## config.mk

```make
export PLATFORM = sky130hd
export DESIGN_NAME = gpr_exec_unit
export DESIGN_NICKNAME = d
export VERILOG_FILES = /design/src/rtl/gpr_exec_pkg.sv /design/src/rtl/gpr_exec_alu.sv /design/src/rtl/gpr_exec_unit.sv
export SDC_FILE = /design/constraint.sdc
export NUM_CORES = 2
export LEC_CHECK = 0
export BUFFER_PORTS_ARGS = -buffer_cell sky130_fd_sc_hd__buf_2
export CAP_MARGIN = 40
export CORE_MARGIN = 2
export CORE_UTILIZATION = 30
export CTS_CLUSTER_DIAMETER = 40
export DETAILED_ROUTE_END_ITERATION = 10
export GPL_TIMING_DRIVEN = 0
export HOLD_SLACK_MARGIN = 0.06
export PLACE_DENSITY_LB_ADDON = 0.2
export SYNTH_ARGS = -nofsm -noshare
export SYNTH_HDL_FRONTEND = slang
export SYNTH_SLANG_ARGS = --single-unit
```

## constraint.sdc

```tcl
create_clock -name clk -period 16.55 [get_ports clk]
set_input_delay 3.31 -clock clk [delete_from_list [all_inputs] [get_ports clk]]
set_output_delay 3.31 -clock clk [all_outputs]
set_load 0.01 [all_outputs]
```

## src/rtl/gpr_exec_pkg.sv

```systemverilog
`timescale 1ns/1ps
// gpr_exec_pkg
//   Shared definitions for the gpr_exec_unit execute/write-back block:
//   opcode values, instruction field layout, flag bit indices and a small
//   opcode legality helper.
//   Optional build macro used by the unit: GPR_EXEC_BYPASS_EN.
package gpr_exec_pkg;

    // Opcodes (5-bit oper_type field); 12..31 are illegal.
    localparam logic [4:0] OP_MOVSGPR = 5'd0;
    localparam logic [4:0] OP_MOV     = 5'd1;
    localparam logic [4:0] OP_ADD     = 5'd2;
    localparam logic [4:0] OP_SUB     = 5'd3;
    localparam logic [4:0] OP_MUL     = 5'd4;
    localparam logic [4:0] OP_ROR     = 5'd5;
    localparam logic [4:0] OP_AND     = 5'd6;
    localparam logic [4:0] OP_XOR     = 5'd7;
    localparam logic [4:0] OP_XNOR    = 5'd8;
    localparam logic [4:0] OP_NAND    = 5'd9;
    localparam logic [4:0] OP_NOR     = 5'd10;
    localparam logic [4:0] OP_NOT     = 5'd11;

    // rsrc2 overlays the top bits of the 16-bit immediate field.
    localparam int IR_RSRC2_LSB = 11;

    // Flag vector layout: {sign, zero, carry, overflow}.
    localparam int FLAG_S = 3;
    localparam int FLAG_Z = 2;
    localparam int FLAG_C = 1;
    localparam int FLAG_V = 0;

    // Instruction word: [31:27] oper_type, [26:22] rdst, [21:17] rsrc1,
    // [16] imm_mode, [15:0] isrc (rsrc2 = isrc[15:11]).
    typedef struct packed {
        logic [4:0]  oper_type;
        logic [4:0]  rdst;
        logic [4:0]  rsrc1;
        logic        imm_mode;
        logic [15:0] isrc;
    } instr_t;

    function automatic logic is_legal(input logic [4:0] op);
        return op <= OP_NOT;
    endfunction

endpackage

```

## src/rtl/gpr_exec_alu.sv

```systemverilog
`timescale 1ns/1ps
// gpr_exec_alu
//   Purely combinational ALU for gpr_exec_unit.
//   Ports:
//     op        in   5       opcode
//     op1, op2  in   DATA_W  resolved operands (op1 carries SGPR for movsgpr)
//     result    out  DATA_W  value written to rdst
//     hi        out  DATA_W  high half of the product (mul only)
//     flags_out out  4       {sign, zero, carry, overflow} for this op
module gpr_exec_alu
    import gpr_exec_pkg::*;
#(
    parameter int DATA_W = 16
) (
    input  logic [4:0]        op,
    input  logic [DATA_W-1:0] op1,
    input  logic [DATA_W-1:0] op2,
    output logic [DATA_W-1:0] result,
    output logic [DATA_W-1:0] hi,
    output logic [3:0]        flags_out
);
    localparam int MSB = DATA_W - 1;
    localparam logic [DATA_W-1:0] W_VAL = DATA_W'(DATA_W);

    logic [DATA_W:0]     sum;
    logic [DATA_W:0]     diff;
    logic [2*DATA_W-1:0] prod;
    logic [DATA_W-1:0]   amt;
    logic                carry;
    logic                ovf;

    assign sum  = {1'b0, op1} + {1'b0, op2};
    // The extra top bit of an unsigned subtraction is the borrow.
    assign diff = {1'b0, op1} - {1'b0, op2};
    assign prod = {{DATA_W{1'b0}}, op1} * {{DATA_W{1'b0}}, op2};
    assign amt  = op2 % W_VAL;

    // NOTE: every signal written in always_comb gets a default first, so no
    // path through the case can leave it holding a value (inferred latch).
    always_comb begin
        result    = '0;
        hi        = '0;
        carry     = 1'b0;
        ovf       = 1'b0;
        flags_out = '0;
        case (op)
            OP_MOVSGPR: result = op1;
            OP_MOV:     result = op2;
            OP_ADD: begin
                result = sum[MSB:0];
                carry  = sum[DATA_W];
                ovf    = (op1[MSB] == op2[MSB]) && (sum[MSB] != op1[MSB]);
            end
            OP_SUB: begin
                result = diff[MSB:0];
                carry  = diff[DATA_W];
                ovf    = (op1[MSB] != op2[MSB]) && (diff[MSB] != op1[MSB]);
            end
            OP_MUL: begin
                result = prod[MSB:0];
                hi     = prod[2*DATA_W-1:DATA_W];
            end
            // A shift by DATA_W yields zero, so amt == 0 passes op1 through.
            OP_ROR:  result = (op1 >> amt) | (op1 << (W_VAL - amt));
            OP_AND:  result = op1 & op2;
            OP_XOR:  result = op1 ^ op2;
            OP_XNOR: result = ~(op1 ^ op2);
            OP_NAND: result = ~(op1 & op2);
            OP_NOR:  result = ~(op1 | op2);
            OP_NOT:  result = ~op1;
            default: result = '0;
        endcase

        // Multiply reports sign/zero of the full double-width product.
        if (op == OP_MUL) begin
            flags_out[FLAG_S] = prod[2*DATA_W-1];
            flags_out[FLAG_Z] = (prod == '0);
        end else begin
            flags_out[FLAG_S] = result[MSB];
            flags_out[FLAG_Z] = (result == '0);
        end
        flags_out[FLAG_C] = carry;
        flags_out[FLAG_V] = ovf;
    end

endmodule

```

## src/rtl/gpr_exec_unit.sv

```systemverilog
`timescale 1ns/1ps
// gpr_exec_unit
//   Two-stage (accept, execute/write-back) unit with its own register file
//   and SGPR holding the multiply high half.
//   Ports:
//     clk, sys_rst_n   clock, synchronous active-low reset
//     in_valid/in_ready/in_ir   instruction handshake and 32-bit word
//     wb_valid/wb_addr/wb_data  register write happening at the next edge
//     flags            registered {sign, zero, carry, overflow}
//     err_illegal      pulse while an illegal opcode retires
//     dbg_addr/dbg_data combinational GPR read port
//   Build macro: GPR_EXEC_BYPASS_EN -- forward E results to dependent
//   operands instead of stalling for one cycle.
module gpr_exec_unit
    import gpr_exec_pkg::*;
#(
    parameter int DATA_W     = 16,
    parameter int NUM_REGS   = 32,
    parameter int MUL_CYCLES = 2
) (
    input  logic              clk,
    input  logic              sys_rst_n,
    input  logic              in_valid,
    output logic              in_ready,
    input  logic [31:0]       in_ir,
    output logic              wb_valid,
    output logic [4:0]        wb_addr,
    output logic [DATA_W-1:0] wb_data,
    output logic [3:0]        flags,
    output logic              err_illegal,
    input  logic [4:0]        dbg_addr,
    output logic [DATA_W-1:0] dbg_data
);
    localparam int AW = (NUM_REGS > 1) ? $clog2(NUM_REGS) : 1;
    localparam logic [1:0] MUL_LAST = 2'(MUL_CYCLES - 1);

    // Architectural state
    logic [DATA_W-1:0] gpr [NUM_REGS];
    logic [DATA_W-1:0] sgpr;
    logic [3:0]        flags_q;

    // E stage
    logic              e_valid;
    logic [4:0]        e_op;
    logic [AW-1:0]     e_rdst;
    logic [DATA_W-1:0] e_op1;
    logic [DATA_W-1:0] e_op2;
    logic [1:0]        e_cnt;   // mul: counts MUL_CYCLES-1 down to 0

    logic [DATA_W-1:0] alu_res;
    logic [DATA_W-1:0] alu_hi;
    logic [3:0]        alu_flags;

    instr_t            ir;
    logic [AW-1:0]     rs1, rs2, rd;
    logic              e_wb, e_mul_busy;
    logic              raw1, raw2, raw_sgpr;
    logic [DATA_W-1:0] src1, src2, sgpr_src;
    logic [DATA_W-1:0] op1_sel, op2_sel;
    logic              accept;

    assign ir  = in_ir;
    assign rs1 = ir.rsrc1[AW-1:0];
    assign rs2 = ir.isrc[IR_RSRC2_LSB +: AW];
    assign rd  = ir.rdst[AW-1:0];

    gpr_exec_alu #(.DATA_W(DATA_W)) u_alu (
        .op       (e_op),
        .op1      (e_op1),
        .op2      (e_op2),
        .result   (alu_res),
        .hi       (alu_hi),
        .flags_out(alu_flags)
    );

    assign e_wb       = e_valid && is_legal(e_op) && (e_cnt == '0);
    assign e_mul_busy = e_valid && (e_op == OP_MUL) && (e_cnt != '0);

    // Read-after-write against the value E writes at the coming edge.
    assign raw1     = e_wb && (rs1 == e_rdst);
    assign raw2     = e_wb && !ir.imm_mode && (rs2 == e_rdst);
    assign raw_sgpr = e_wb && (e_op == OP_MUL) && (ir.oper_type == OP_MOVSGPR);

`ifdef GPR_EXEC_BYPASS_EN
    assign src1     = raw1     ? alu_res : gpr[rs1];
    assign src2     = raw2     ? alu_res : gpr[rs2];
    assign sgpr_src = raw_sgpr ? alu_hi  : sgpr;
    assign in_ready = sys_rst_n && !e_mul_busy;
`else
    assign src1     = gpr[rs1];
    assign src2     = gpr[rs2];
    assign sgpr_src = sgpr;
    // One bubble lets the write land before the operand is read.
    assign in_ready = sys_rst_n && !e_mul_busy && !(raw1 || raw2 || raw_sgpr);
`endif

    // movsgpr routes SGPR through op1 so the ALU needs no extra input.
    assign op1_sel = (ir.oper_type == OP_MOVSGPR) ? sgpr_src : src1;
    assign op2_sel = ir.imm_mode ? DATA_W'(ir.isrc) : src2;
    assign accept  = in_valid && in_ready;

    // NOTE: sequential state uses non-blocking assignments so every register
    // samples pre-edge values regardless of statement order.
    always_ff @(posedge clk) begin
        if (!sys_rst_n) begin
            e_valid <= 1'b0;
            e_op    <= OP_MOVSGPR;
            e_rdst  <= '0;
            e_op1   <= '0;
            e_op2   <= '0;
            e_cnt   <= '0;
            sgpr    <= '0;
            flags_q <= '0;
            // NOTE: the register file is architecturally cleared by reset, so
            // it is reset here rather than left as an unreset RAM.
            for (int i = 0; i < NUM_REGS; i++) begin
                gpr[i] <= '0;
            end
        end else begin
            if (e_wb) begin
                gpr[e_rdst] <= alu_res;
                flags_q     <= alu_flags;
                if (e_op == OP_MUL) begin
                    sgpr <= alu_hi;
                end
            end

            if (accept) begin
                e_valid <= 1'b1;
                e_op    <= ir.oper_type;
                e_rdst  <= rd;
                e_op1   <= op1_sel;
                e_op2   <= op2_sel;
                e_cnt   <= (ir.oper_type == OP_MUL) ? MUL_LAST : 2'd0;
            end else if (e_mul_busy) begin
                e_cnt <= e_cnt - 2'd1;
            end else begin
                e_valid <= 1'b0;
            end
        end
    end

    assign wb_valid    = e_wb;
    assign wb_addr     = 5'(e_rdst);
    assign wb_data     = alu_res;
    assign err_illegal = e_valid && !is_legal(e_op);
    assign flags       = flags_q;
    assign dbg_data    = gpr[dbg_addr[AW-1:0]];

endmodule

```

==> impl_metrics.json <==
{
  "status": "complete, no violations",
  "final_cell_area_mm2": 0.0543,
  "first_pass_iters": 6,
  "clock_latency_ns": 0.70,
  "synthCells": 3966,
  "clk_pin_slew_worst_paths_ns": 0.05,
  "dpl.hpwl_um": 173000,
  "grt_max_degree": 17,
  "ir_drop_uv": 86.0,
  "clock_skew_ns": 0.0317,
  "worst_pin_slew_ns": 0.954,
  "cts_max_path_buffers": 3,
  "hold_path.class": "flip-flop to flip-flop",
  "grt_util_all_layers_pct": 27.3,
  "postPlaceCellArea_mm2": 0.0506,
  "overflow": 0,
  "synthesis.nets": 4358,
  "htreeDepth": 3,
  "drcViolationCount": 0,
  "cts_tree": "yes",
  "drv_cap": 0,
  "multiInputGateArea_mm2": 0.0268,
  "setup_ws_ns": 3.09,
  "synthTopCellsByCount": "nor2_1 (724), edfxtp_1 (512), mux4_2 (494)",
  "globalRouteMet3Util_pct": 5.64,
  "fp.dieW_um": 396,
  "vias": 37500,
  "cts_hold_repair.buffers": 0,
  "finalNetCount": 4657,
  "ctsResizeCount": 0,
  "initial_core_util_pct": 30.2,
  "fmax_mhz": 74.3,
  "yosys.area.top_type_share_pct": 33.4,
  "die_h_um": 396,
  "dp_slack_ns": 4.00,
  "coreArea_mm2": 0.152,
  "fillers": 15300,
  "grtUsageMet2_pct": 42.2,
  "ys_seq_elements": 577,
  "min_period_over_period_pct": 81.3,
  "path_max_fanout": 10,
  "startpoint_type": "flip-flop",
  "postCtsSetupRepairBufs": 0,
  "numCtsBuffers": 110,
  "drt_wl_total_um": 215000,
  "setup_viol": 0,
  "grt_setup_unrepaired": "no",
  "avgSynthCellArea_um2": 11.6,
  "critPathArrivalTime_ns": 10.15,
  "cp.required_ns": 13.24,
  "cts_root_buf": "clkbuf_16",
  "busiest_layer": "met2",
  "yosysUniqueCellTypes": 95,
  "drt-vias-per-instance": 5.85,
  "drt_iter0_drc": 5066,
  "max-slew-margin-rel_pct": 35.9,
  "portBuffers": 72,
  "antenna_found_initial": 31,
  "clock_sinks": 577,
  "rrSetupSlack_ns": 6.89,
  "synthTopCellsByArea": "edfxtp_1 (33%), mux4_2 (24%), fa_1 (8.5%), nor2_1 (5.9%), ha_1 (4.3%)",
  "synth_seq_area_share_pct": 36.3,
  "final_util_pct": 35.7,
  "async_flop_share_pct": 0,
  "use_met1_pct": 35.2,
  "yosysMostFrequentCell": "nor2_1",
  "synth-main-ff-cell": "edfxtp_1",
  "synth-edff-count": 512,
  "leakagePower_uw": 0.0203,
  "rows": 143,
  "io_pins": 84,
  "yosysWarnings": 0,
  "wl_per_cell_um": 33.6,
  "endpoint_kind": "primary output",
  "setup_tns_ns": 0,
  "globalplace.congestion": 1.03,
  "period_needed_ns": 13.46,
  "regArea_mm2": 0.0167,
  "area_growth_pct": 18.1,
  "grt_pass1_vias": 36700,
  "drive_gt1_share_pct": 22.6,
  "synth_top_area_cell": "edfxtp_1",
  "grt_pass1_wl_um": 298000,
  "synthesis.area_mm2": 0.0460,
  "finalHoldViolCount": 0,
  "critPathKind": "flip-flop to primary output",
  "ant_nets": 0,
  "drv_slew": 0,
  "die-area_mm2": 0.156,
  "p_per_area_mw_per_mm2": 92.2
}
## state kept, by name (all words and copies together) (netlist names)
signal   flops
e_cnt        2
flags        4
e_op2       16
sgpr        16
wb_addr      5
e_op1       16
e_op         5
e_valid      1
gpr        512
## cell type report
cell class | instances | area share (%)
Multi-Input combinational cell | 2729 | 49.3
Sequential cell | 577 | 30.7
Tap cell | 2030 | 4.68
Inverter | 307 | 2.12
Clock inverter | 80 | 1.61
Antenna cell | 11 | 0.0507
Buffer | 353 | 2.61
Clock buffer | 127 | 5.26
Timing Repair Buffer | 187 | 3.69
## power by group
group | switching, µW | internal [µW]
sequential | 44.9 | 1630
combinational | 690 | 352
clock | 849 | 1440
## stage by stage
stage	hold WS [ns]	power, µW	cells
floorplan	0.441	2220	3966
global placement	0.456	2660	6068
detailed placement	0.463	2710	6183
CTS	0.469	4980	6390
global route	0.495	5100	6390
finish	0.468	5010	6401
## worst paths after layout
path            start     endpoint  cells after the start
max          e_op2[2]  wb_data[12]                     24
min          e_cnt[0]     e_cnt[0]                      2
max reg2reg  e_op2[2]  gpr[30][12]                     23
min reg2reg  e_cnt[0]     e_cnt[0]                      2
## cells by family (layout without fill, tap and decap cells)
group                    Yosys count  after routing  synth area share (%)
flip-flops                       577            577                  36.3
adder cells (fa/ha/maj)          352            352                  12.8
multiplexers                     567            567                  25.8
AND/OR/NAND/NOR                 1324           1324                  11.9
buffers and inverters            660           1054                  5.59
AO/OA/AOI/OAI                    445            445                  6.86
XOR/XNOR                          41             41                 0.781
other                              0             11                     0
## critical path, cell delays in order, from the launching register on
cell	delay [ns]
dfxtp_1	0.43
buf_2	0.32
clkbuf_1	0.43
clkbuf_1	0.47
clkbuf_1	0.64
nand2_1	0.16
fa_1	0.52
fa_1	0.61
fa_1	0.47
fa_1	0.55
inv_1	0.05
fa_1	0.47
inv_1	0.05
fa_1	0.47
inv_1	0.04
ha_1	0.35
a211o_1	0.32
o31ai_2	0.64
xor2_1	0.53
o221ai_1	0.42
a21oi_1	0.70
buf_6	0.25
buf_2	0.33
inv_1	0.06
buf_2	0.14
## cells in the final DEF, fill, tap and decap left out, types with 11 or more instances in the layout
cell type  Yosys  final
nor2_1       724    724
edfxtp_1     512    512
mux4_2       494    494
nand2_1      405    405
inv_1        291    291
clkbuf_1     243    257
fa_1         195    195
ha_1         157    157
buf_2         51    127
clkbuf_16      0    111
a21oi_1      100    100
o21ai_0       67     67
dfxtp_1       65     65
buf_1         52     51
mux2i_1       51     51
buf_8          0     46
buf_6          1     42
o211ai_1      37     37
a21boi_0      35     35
nand3_1       32     32
nor3_1        28     27
xnor2_1       24     24
mux2_2        22     22
nand4_1       18     18
a21boi_1      18     18
clkinv_2       0     18
clkinv_1       7     17
nand2b_1      17     17
xor2_1        17     17
nor2b_1       16     16
buf_4          6     15
a21o_1        14     14
a221oi_1      14     14
inv_6          0     14
buf_16         0     14
bufinv_16      0     12
diode_2        0     11
and2_1        11     11
nor3b_1       11     11
## per-layer routing
| metal | share of wire (%) | vias up | wire (µm) |
|---|---|---|---|
| met1 | 38 | 19400 | 81200 |
| li1 | - | 15200 | - |
| met5 | 0.044 | - | 94 |
| met4 | 7.2 | 16 | 15400 |
| met3 | 10 | 478 | 21700 |
| met2 | 45 | 2390 | 96500 |
Note: power is estimated with default switching activity, not from simulation.
